--- config.mk ---
export PLATFORM = sky130hd
export DESIGN_NAME = uart_rx
export DESIGN_NICKNAME = d
export VERILOG_FILES = /design/src/rtl/uart_pkg.sv /design/src/rtl/uart_sync2.sv /design/src/rtl/uart_rx.sv
export SDC_FILE = /design/constraint.sdc
export NUM_CORES = 1
export LEC_CHECK = 0
export ABC_CLOCK_PERIOD_IN_PS = 3250
export BUFFER_PORTS_ARGS = -buffer_cell sky130_fd_sc_hd__buf_2
export CAP_MARGIN = 20
export CORE_MARGIN = 2
export CORE_UTILIZATION = 45
export DETAILED_ROUTE_END_ITERATION = 6
export PLACE_DENSITY_LB_ADDON = 0.1
export SLEW_MARGIN = 20
export SYNTH_ARGS = -nofsm -noshare
export SYNTH_HDL_FRONTEND = slang
export SYNTH_SLANG_ARGS = --single-unit
--- constraint.sdc ---
create_clock -name clk -period 3.25 [get_ports clk]
set_input_delay 0.325 -clock clk [delete_from_list [all_inputs] [get_ports clk]]
set_output_delay 0.325 -clock clk [all_outputs]
set_load 0.1 [all_outputs]
--- src/rtl/uart_pkg.sv ---
// Shared constants and types for the UART blocks.
// Divisor convention: one bit time lasts cycle+1 clocks.
package uart_pkg;

    localparam int CYCLE_W   = 20;
    localparam int DATA_BITS = 8;
    localparam int BIT_CNT_W = $clog2(DATA_BITS);
    localparam int MIN_CYCLE = 3;

    typedef enum logic [2:0] {
        IDLE  = 3'd0,
        START = 3'd1,
        DATA  = 3'd2,
        STOP  = 3'd3,
        BREAK = 3'd4
    } rx_state_t;

endpackage

--- src/rtl/uart_sync2.sv ---
// Two-flop synchroniser for an asynchronous single-bit input.
// RST_VAL sets the value both flops take during reset.
module uart_sync2 #(
    parameter logic RST_VAL = 1'b1
) (
    input  logic clk,
    input  logic rst_n,
    input  logic d,
    output logic q
);

    logic meta_q;
    logic meta_d;
    logic sync_q;
    logic sync_d;

    always_comb begin
        meta_d = d;
        sync_d = meta_q;
    end

    always_ff @(posedge clk or negedge rst_n) begin
        if (!rst_n) begin
            meta_q <= RST_VAL;
            sync_q <= RST_VAL;
        end else begin
            meta_q <= meta_d;
            sync_q <= sync_d;
        end
    end

    assign q = sync_q;

endmodule

--- src/rtl/uart_rx.sv ---
// 8N1 UART receiver, LSB first, runtime baud divisor (bit time = cycle+1 clocks).
// Received bytes leave on a valid/ready handshake; framing and overrun are one-clock pulses.
module uart_rx
    import uart_pkg::*;
#(
    parameter int CLK_FRE   = 50,
    parameter int BAUD_RATE = 115200
) (
    input  logic               clk,
    input  logic               rst_n,
    input  logic [CYCLE_W-1:0] cycle,
    input  logic               rx_pin,
    output logic [7:0]         rx_data,
    output logic               rx_data_valid,
    input  logic               rx_data_ready,
    output logic               frame_err,
    output logic               overrun
);

    // Out-of-range divisors fall back to the nominal baud rate for this clock
    localparam int                 DEFAULT_CYCLE_INT = CLK_FRE * 1000000 / BAUD_RATE - 1;
    localparam logic [CYCLE_W-1:0] DEFAULT_CYCLE     = CYCLE_W'(DEFAULT_CYCLE_INT);

    logic                 rx_s;
    logic [CYCLE_W-1:0]   cycle_eff;
    logic                 sample;
    logic                 sample_bit;
    logic                 good_stop;

    rx_state_t            state_q;
    rx_state_t            state_d;
    logic [CYCLE_W-1:0]   cnt_q;
    logic [CYCLE_W-1:0]   cnt_d;
    logic [BIT_CNT_W-1:0] bit_cnt_q;
    logic [BIT_CNT_W-1:0] bit_cnt_d;
    logic [DATA_BITS-1:0] shreg_q;
    logic [DATA_BITS-1:0] shreg_d;
    logic [7:0]           data_q;
    logic [7:0]           data_d;
    logic                 valid_q;
    logic                 valid_d;
    logic                 frame_err_q;
    logic                 frame_err_d;
    logic                 overrun_q;
    logic                 overrun_d;

    uart_sync2 #(
        .RST_VAL(1'b1)
    ) u_sync (
        .clk  (clk),
        .rst_n(rst_n),
        .d    (rx_pin),
        .q    (rx_s)
    );

    assign cycle_eff = (cycle < CYCLE_W'(MIN_CYCLE)) ? DEFAULT_CYCLE : cycle;
    assign sample    = (cnt_q == '0);

    always_comb begin
        state_d     = state_q;
        cnt_d       = (cnt_q != '0) ? cnt_q - CYCLE_W'(1) : '0;
        bit_cnt_d   = bit_cnt_q;
        sample_bit  = 1'b0;
        good_stop   = 1'b0;
        frame_err_d = 1'b0;
        case (state_q)
            IDLE: begin
                if (!rx_s) begin
                    state_d = START;
                    cnt_d   = cycle_eff >> 1;
                end
            end
            START: begin
                if (sample) begin
                    cnt_d     = cycle_eff;
                    bit_cnt_d = '0;
                    state_d   = rx_s ? IDLE : DATA;
                end
            end
            DATA: begin
                if (sample) begin
                    sample_bit = 1'b1;
                    cnt_d      = cycle_eff;
                    if (bit_cnt_q == BIT_CNT_W'(DATA_BITS - 1)) begin
                        bit_cnt_d = '0;
                        state_d   = STOP;
                    end else begin
                        bit_cnt_d = bit_cnt_q + BIT_CNT_W'(1);
                    end
                end
            end
            STOP: begin
                if (sample) begin
                    cnt_d = cycle_eff;
                    if (rx_s) begin
                        good_stop = 1'b1;
                        state_d   = IDLE;
                    end else begin
                        frame_err_d = 1'b1;
                        state_d     = BREAK;
                    end
                end
            end
            BREAK: begin
                // A held-low line must return high before a new start bit counts
                if (rx_s) begin
                    cnt_d   = cycle_eff;
                    state_d = IDLE;
                end
            end
            default: begin
                state_d = IDLE;
            end
        endcase
    end

    for (genvar gi = 0; gi < DATA_BITS; gi++) begin : g_shreg
        assign shreg_d[gi] = (sample_bit && (bit_cnt_q == BIT_CNT_W'(gi))) ? rx_s : shreg_q[gi];
    end

    always_comb begin
        data_d    = data_q;
        valid_d   = valid_q;
        overrun_d = 1'b0;
        if (valid_q && rx_data_ready) begin
            valid_d = 1'b0;
        end
        // A byte landing in the same clock as a transfer replaces the outgoing one
        if (good_stop) begin
            if (!valid_q || rx_data_ready) begin
                data_d  = shreg_q;
                valid_d = 1'b1;
            end else begin
                overrun_d = 1'b1;
            end
        end
    end

    always_ff @(posedge clk or negedge rst_n) begin
        if (!rst_n) begin
            state_q     <= IDLE;
            cnt_q       <= '0;
            bit_cnt_q   <= '0;
            shreg_q     <= '0;
            data_q      <= '0;
            valid_q     <= 1'b0;
            frame_err_q <= 1'b0;
            overrun_q   <= 1'b0;
        end else begin
            state_q     <= state_d;
            cnt_q       <= cnt_d;
            bit_cnt_q   <= bit_cnt_d;
            shreg_q     <= shreg_d;
            data_q      <= data_d;
            valid_q     <= valid_d;
            frame_err_q <= frame_err_d;
            overrun_q   <= overrun_d;
        end
    end

    assign rx_data       = data_q;
    assign rx_data_valid = valid_q;
    assign frame_err     = frame_err_q;
    assign overrun       = overrun_q;

endmodule

==> impl_metrics.prom, run 1 <==
# TYPE chip_impl_metric gauge
chip_impl_metric{name="setup_viol",unit=""} 0
chip_impl_metric{name="tritoncts.num_buffers",unit=""} 5
chip_impl_metric{name="first_global_vias",unit=""} 2051
chip_impl_metric{name="worst_slew_pin_slew",unit="ns"} 0.591
chip_impl_metric{name="final.hold.worst_slack",unit="ns"} 0.0266
chip_impl_metric{name="postCtsSetupRepairBufs",unit=""} 0
chip_impl_metric{name="design.final.nets",unit=""} 322
chip_impl_metric{name="finalWirelength",unit="um"} 5660
chip_impl_info{name="final_cell_mix",value="dfrtp_1 (45), buf_2 (33), nand2_1 (20), nor2_1 (18), mux2_2 (16)"} 1
chip_impl_metric{name="n_fill_cell",unit=""} 537
chip_impl_metric{name="fraction_of_layout_cells_with_a_size_suffix_above_1",unit=""} 0.254
chip_impl_metric{name="core",unit="um2"} 5510
chip_impl_metric{name="detailedPlacementHpwl",unit="um"} 4130
chip_impl_metric{name="timing.final.crit_share",unit=""} 0.856
chip_impl_metric{name="ys_ff_latch",unit=""} 47
chip_impl_metric{name="drt_first_pass_iters",unit=""} 6
chip_impl_metric{name="drt.antenna.violating_nets",unit=""} 0
chip_impl_metric{name="clock-skew-final",unit="ns"} 0.00758
chip_impl_info{name="critPathCaptureType",value="flip-flop"} 1
chip_impl_info{name="synthTopCellsByArea",value="dfrtp_1 (44%), mux2_2 (7.0%), ha_1 (3.9%), o221ai_1 (3.7%), a221o_1 (3.1%)"} 1
chip_impl_metric{name="floorplan.initialDensity",unit=""} 0.469
chip_impl_metric{name="die_w",unit="um"} 79.7
chip_impl_metric{name="period_minus_slack",unit="ns"} 2.78
chip_impl_metric{name="gp_routability_congestion",unit=""} 0.731
chip_impl_metric{name="gr-usage-all-layers",unit=""} 0.194
chip_impl_metric{name="clock_sink_count",unit=""} 47
chip_impl_metric{name="wire_per_inst",unit="um"} 15.6
chip_impl_metric{name="route.detailed.vias_per_inst",unit=""} 5.70
chip_impl_info{name="cts_tree",value="done"} 1
chip_impl_metric{name="post_synth_instance_area",unit="um2"} 2580
chip_impl_metric{name="reg2reg_setup_slack",unit="ns"} 0.47
chip_impl_metric{name="final-hold-violation-count",unit=""} 0
chip_impl_metric{name="clock.fmax",unit="GHz"} 0.360
chip_impl_metric{name="synth_enable_flop_cells",unit=""} 0
chip_impl_metric{name="die-area",unit="um2"} 6360
chip_impl_metric{name="clk_pin_slew",unit="ns"} 0.09
chip_impl_metric{name="cts.repair.resized",unit=""} 0
chip_impl_metric{name="grt_start_max_net_pins",unit=""} 48
chip_impl_metric{name="synth_fp_nets",unit=""} 285
chip_impl_info{name="final_common_cell",value="dfrtp_1"} 1
chip_impl_metric{name="ctsHtreeMaxLevel",unit=""} 2
chip_impl_metric{name="grt_pass1_wl",unit="um"} 9570
chip_impl_info{name="path_class",value="reg2reg"} 1
chip_impl_metric{name="max-vdd-ir-drop",unit="mV"} 0.349
chip_impl_info{name="cp-start-kind",value="flip-flop"} 1
chip_impl_info{name="synth.largest_area_cell",value="dfrtp_1"} 1
chip_impl_metric{name="maxSlewViolCount",unit=""} 0
chip_impl_info{name="grt_setup_unrepaired",value="no"} 1
chip_impl_metric{name="synth-warning-count",unit=""} 0
chip_impl_metric{name="async_reset_ff_frac",unit=""} 1.00
chip_impl_metric{name="post-route-drc-count",unit=""} 0
chip_impl_metric{name="synth_sequential_area_ratio",unit=""} 0.457
chip_impl_info{name="critical_path.reg2reg.startpoint",value="cnt_q[8]"} 1
chip_impl_metric{name="report.power.total",unit="W"} 0.00138
chip_impl_metric{name="synthCells",unit=""} 253
chip_impl_metric{name="iter_0_drt_violations",unit=""} 80
chip_impl_metric{name="std_cell_rows",unit=""} 27
chip_impl_metric{name="flow.area_growth_from_synthesis",unit="%"} 13.8
chip_impl_metric{name="via_count",unit=""} 2069
chip_impl_metric{name="r2r.worst_path.cells",unit=""} 5
chip_impl_metric{name="cap_viol_max_count",unit=""} 0
chip_impl_metric{name="utilization",unit=""} 0.533
chip_impl_metric{name="total_negative_setup_slack",unit="ns"} 0
chip_impl_metric{name="critical_path_arrival",unit="ns"} 2.96
chip_impl_info{name="synthFlopType",value="dfrtp_1"} 1
chip_impl_metric{name="grt_overflow_total",unit=""} 0
chip_impl_info{name="clock_tree.root_cell",value="clkbuf_8"} 1
chip_impl_info{name="worst_hold_path_type",value="in2async"} 1
chip_impl_metric{name="clkLatencyLatePin",unit="ns"} 0.30
chip_impl_metric{name="cellPowerDensity",unit="nW/um2"} 469
chip_impl_metric{name="timing.max_slew.rel_slack",unit=""} 0.604
chip_impl_metric{name="cp_max_fo",unit=""} 8
chip_impl_metric{name="n_antenna_cell",unit=""} 0
chip_impl_metric{name="fraction_of_post_synthesis_cell_area_in_the_top_cell_type_by_area",unit=""} 0.436
chip_impl_metric{name="placement.io_buffers",unit=""} 34
chip_impl_info{name="endpoint_of_the_worst_register_to_register_path",value="rx_data[1]"} 1
chip_impl_metric{name="synth.avg_cell_area",unit="um2"} 10.2
chip_impl_metric{name="die_h",unit="um"} 79.7
chip_impl_metric{name="clk_buf_depth",unit=""} 2
chip_impl_metric{name="grt_antenna_before_repair",unit=""} 0
chip_impl_metric{name="boundaryPins",unit=""} 35
chip_impl_metric{name="leakage",unit="nW"} 1.29
chip_impl_metric{name="cp_data_required_time",unit="ns"} 3.43
chip_impl_info{name="outcome",value="completed"} 1
chip_impl_metric{name="cts-hold-fix-buffers",unit=""} 0
chip_impl_metric{name="unique_cell_type_count_in_the_yosys_netlist",unit=""} 42
how the worst max path moves through the flow:
stage          startpoint  cells after the start          to
2_1_floorplan    cnt_q[8]                      5  rx_data[0]
4_1_cts          cnt_q[8]                      5  rx_data[6]
3_3_place_gp     cnt_q[8]                      5  rx_data[7]
5_1_grt          cnt_q[8]                      5  rx_data[6]
6_report         cnt_q[8]                      5  rx_data[1]
3_5_place_dp     cnt_q[8]                      5  rx_data[1]
report_power, final:
part | internal [W] | switching (W) | total (W)
Combinational | 0.000147 | 0.000131 | 0.000278
Clock | 0.000151 | 0.000186 | 0.000338
Sequential | 0.000659 | 0.000102 | 0.000760
Total | 0.000957 | 0.000419 | 0.00138
registers in the layout, summed over array words and instances (netlist names):
register       flops
frame_err          1
u_sync.q           1
cnt_q             20
rx_data_valid      1
u_sync.meta_q      1
rx_data            8
state_q            3
shreg_q            8
overrun            1
bit_cnt_q          3
synth_stat cells, types with 2 or more instances:
cell type  number
a21oi_1         2
a221o_1         8
and2_1          2
clkbuf_1        9
dfrtp_1        45
dfstp_2         2
ha_1            8
inv_1          12
mux2_2         16
nand2_1        20
nand2b_1        3
nand3_1        12
nand3b_1        2
nand4_1         5
nor2_1         18
nor2b_1         2
nor3_1         12
nor3b_1         3
nor4_1         11
o21ai_0        12
o221ai_1       11
or3_2           2
or4_1           2
xnor2_1         9
xor2_1          8
area by class of cell:
cell class                 count  area, um2  share of cell area
timing repair buffer          39        210              0.0716
inverter                      12       45.0              0.0153
sequential                    47       1180               0.401
clock inverter                 1       5.00             0.00170
multi-input combinational    185       1330               0.453
clock buffer                   7       76.3              0.0260
tap                           72       90.1              0.0307
worst max-delay path: stages (launching register included):
cell	delay [ns]
dfrtp_1	0.44
or4_4	0.56
nor3b_1	0.38
nand3_2	0.25
nor4b_4	0.63
mux2_2	0.40
stage by stage:
step                std cells  worst slack [ns]  cell area [um2]
floorplan                 253             0.805             2580
global placement          355             0.515             2850
detailed placement        355             0.461             2850
CTS                       363             0.439             2930
global route              363             0.257             2940
finish                    363             0.469             2940
logic make-up after synthesis:
logic type      share of synthesized area
simple gates                        0.229
flops                               0.457
compound gates                      0.118
buf+inv                            0.0305
xor+xnor                           0.0577
mux                                0.0698
fa+ha+maj                          0.0388
per-layer routing:
layer,GRT usage,vias up,part of all wire
met3,0.0283,9,0.040
met2,0.331,45,0.48
met5,0,-,0
li1,-,1008,-
met1,0.251,1007,0.46
met4,0.0712,0,0.020
Note: power is estimated with default switching activity, not from simulation.
==> run 2, diff against run 1 <==
Settings changed: PLACE_DENSITY_LB_ADDON 0.1 to 0.2.
==> run 2 against run 1 <==
  * Clock skew down 0.00074 ns
  * Non-clock buffer count decreased by 1
  * Via count rose by 0.29%
  * Utilization up 0.43 points
==> impl_metrics.prom, run 2 (synthesized netlist as in run 1, its figures left out) <==
# TYPE chip_impl_metric gauge
chip_impl_info{name="outcome",value="completed"} 1
chip_impl_metric{name="n_antenna_cell",unit=""} 0
chip_impl_metric{name="cts.repair.resized",unit=""} 0
chip_impl_metric{name="total_negative_setup_slack",unit="ns"} 0
chip_impl_info{name="critPathCaptureType",value="flip-flop"} 1
chip_impl_metric{name="post-route-drc-count",unit=""} 0
chip_impl_metric{name="cp_num_cells",unit=""} 5
chip_impl_metric{name="utilization",unit=""} 0.538
chip_impl_metric{name="place_worst_setup_slack",unit="ns"} 0.465
chip_impl_metric{name="cap_viol_max_count",unit=""} 0
chip_impl_metric{name="final-hold-violation-count",unit=""} 0
chip_impl_metric{name="timing.max_slew.rel_slack",unit=""} 0.491
chip_impl_info{name="critical-path-top-delay-family",value="simple AND/OR/NAND/NOR gates"} 1
chip_impl_metric{name="setup_viol",unit=""} 0
chip_impl_metric{name="leakage",unit="nW"} 1.30
chip_impl_metric{name="clk_buf_depth",unit=""} 2
chip_impl_metric{name="std_cell_rows",unit=""} 27
chip_impl_metric{name="flow.area_growth_from_synthesis",unit="%"} 14.7
chip_impl_metric{name="boundaryPins",unit=""} 35
chip_impl_metric{name="floorplan.initialDensity",unit=""} 0.469
chip_impl_info{name="endpoint_of_the_worst_register_to_register_path",value="rx_data[6]"} 1
chip_impl_info{name="regMostFlops",value="cnt_q"} 1
chip_impl_metric{name="cts-hold-fix-buffers",unit=""} 0
chip_impl_info{name="cts_tree",value="done"} 1
chip_impl_metric{name="iter_0_drt_violations",unit=""} 76
chip_impl_metric{name="number_of_flip_flops_under_the_largest_register_name",unit=""} 20
chip_impl_metric{name="clock_sink_count",unit=""} 47
chip_impl_info{name="worstSetupStartpoint",value="cnt_q[8]"} 1
chip_impl_info{name="cp-start-kind",value="flip-flop"} 1
chip_impl_metric{name="detailed_place.area",unit="um2"} 2850
chip_impl_metric{name="maxSlewViolCount",unit=""} 0
chip_impl_info{name="worstPathCellList",value="or4_4 -> nor3b_1 -> nand3_2 -> nor4b_4 -> mux2_2"} 1
chip_impl_info{name="clock_tree.root_cell",value="clkbuf_8"} 1
chip_impl_metric{name="gr-usage-all-layers",unit=""} 0.187
chip_impl_metric{name="gp_routability_congestion",unit=""} 0.902
chip_impl_metric{name="detailedPlacementHpwl",unit="um"} 4050
chip_impl_metric{name="die_h",unit="um"} 79.7
chip_impl_metric{name="grt_overflow_total",unit=""} 0
chip_impl_metric{name="grt_start_max_net_pins",unit=""} 48
chip_impl_info{name="critical_path.reg2reg.startpoint",value="cnt_q[8]"} 1
chip_impl_metric{name="placement.io_buffers",unit=""} 34
chip_impl_metric{name="r2r.worst_path.cells",unit=""} 5
chip_impl_metric{name="tritoncts.num_buffers",unit=""} 5
chip_impl_metric{name="drt_first_pass_iters",unit=""} 4
chip_impl_metric{name="reg2reg_setup_slack",unit="ns"} 0.47
chip_impl_info{name="grt_setup_unrepaired",value="no"} 1
chip_impl_metric{name="timing.final.crit_share",unit=""} 0.856
chip_impl_metric{name="postCtsSetupRepairBufs",unit=""} 0
chip_impl_metric{name="core",unit="um2"} 5510
chip_impl_metric{name="worst_slew_pin_slew",unit="ns"} 0.756
chip_impl_metric{name="clk_pin_slew",unit="ns"} 0.09
chip_impl_metric{name="finalWirelength",unit="um"} 5510
chip_impl_metric{name="design.final.nets",unit=""} 321
chip_impl_metric{name="cellPowerDensity",unit="nW/um2"} 493
chip_impl_info{name="worst_hold_path_type",value="in2async"} 1
chip_impl_metric{name="critical_path_buf_inv_count",unit=""} 0
chip_impl_metric{name="finish.instance_area",unit="um2"} 2960
chip_impl_metric{name="first_global_vias",unit=""} 1914
chip_impl_metric{name="ctsHtreeMaxLevel",unit=""} 2
chip_impl_metric{name="via_count",unit=""} 2075
chip_impl_metric{name="grt_pass1_wl",unit="um"} 9240
chip_impl_metric{name="cp_data_required_time",unit="ns"} 3.43
chip_impl_metric{name="slowest_delay",unit="ns"} 0.63
chip_impl_metric{name="clkLatencyLatePin",unit="ns"} 0.30
chip_impl_metric{name="die_w",unit="um"} 79.7
chip_impl_metric{name="grt_antenna_before_repair",unit=""} 0
chip_impl_metric{name="clock.fmax",unit="GHz"} 0.359
chip_impl_metric{name="critical_path_arrival",unit="ns"} 2.97
chip_impl_metric{name="max-vdd-ir-drop",unit="mV"} 0.294
chip_impl_metric{name="layout_setup_ws",unit="ns"} 0.467
chip_impl_metric{name="route.detailed.vias_per_inst",unit=""} 5.73
chip_impl_info{name="path_class",value="reg2reg"} 1
chip_impl_info{name="final_cell_mix",value="dfrtp_1 (45), buf_2 (33), nand2_1 (20), nor2_1 (18), mux2_2 (16)"} 1
chip_impl_metric{name="fraction_of_layout_cells_with_a_size_suffix_above_1",unit=""} 0.259
chip_impl_metric{name="final.hold.worst_slack",unit="ns"} 0.0265
chip_impl_info{name="final_common_cell",value="dfrtp_1"} 1
chip_impl_metric{name="wire_per_inst",unit="um"} 15.2
chip_impl_metric{name="period_minus_slack",unit="ns"} 2.78
chip_impl_metric{name="drt.antenna.violating_nets",unit=""} 0
chip_impl_info{name="timing.critical_path.to",value="rx_data[6]"} 1
chip_impl_metric{name="die-area",unit="um2"} 6360
chip_impl_metric{name="clock-skew-final",unit="ns"} 0.00684
chip_impl_metric{name="cp_max_fo",unit=""} 8
chip_impl_info{name="critical_path.slowest_cell",value="nor4b_4"} 1
==> run 2: worst min path at each step <==
stage / startpoint / to / slack, ns
after floorplan: rst_n / bit_cnt_q[0] / 0.03
after global placement: u_sync.meta_q / u_sync.q / 0.35
after detailed placement: u_sync.meta_q / u_sync.q / 0.35
after CTS: rx_pin / u_sync.meta_q / 0.11
after global routing: rst_n / shreg_q[2] / 0.06
final: rst_n / cnt_q[9] / 0.03
==> run 2: layout make-up <==
class	instances	area (um2)
Multi-Input combinational cell	185	1330
Clock inverter	3	43.8
Timing Repair Buffer	38	203
Sequential cell	47	1180
Clock buffer	5	68.8
Inverter	12	45.0
Tap cell	72	90.1
Fill cell	512	2550
==> run 2: per-stage QoR <==
step,power (W),cells
after floorplan,0.000949,253
after global placement,0.00104,354
after detailed placement,0.00104,354
after CTS,0.00147,362
after global routing,0.00155,362
final,0.00146,362
==> run 2: layer usage <==
metal  global-route usage  part of all wire  vias to the layer above
met5                    0                 0                        -
met4               0.0458             0.011                        0
met3               0.0475             0.053                        7
met2                0.311              0.48                       54
met1                0.245              0.45                     1008
li1                     -                 -                     1006
==> run 2: power breakdown <==
| part | switching [W] | leakage [nW] | internal [W] |
|---|---|---|---|
| clock | 0.000195 | 0.0581 | 0.000229 |
| combinational | 0.000139 | 0.641 | 0.000145 |
| sequential | 0.0000941 | 0.601 | 0.000659 |
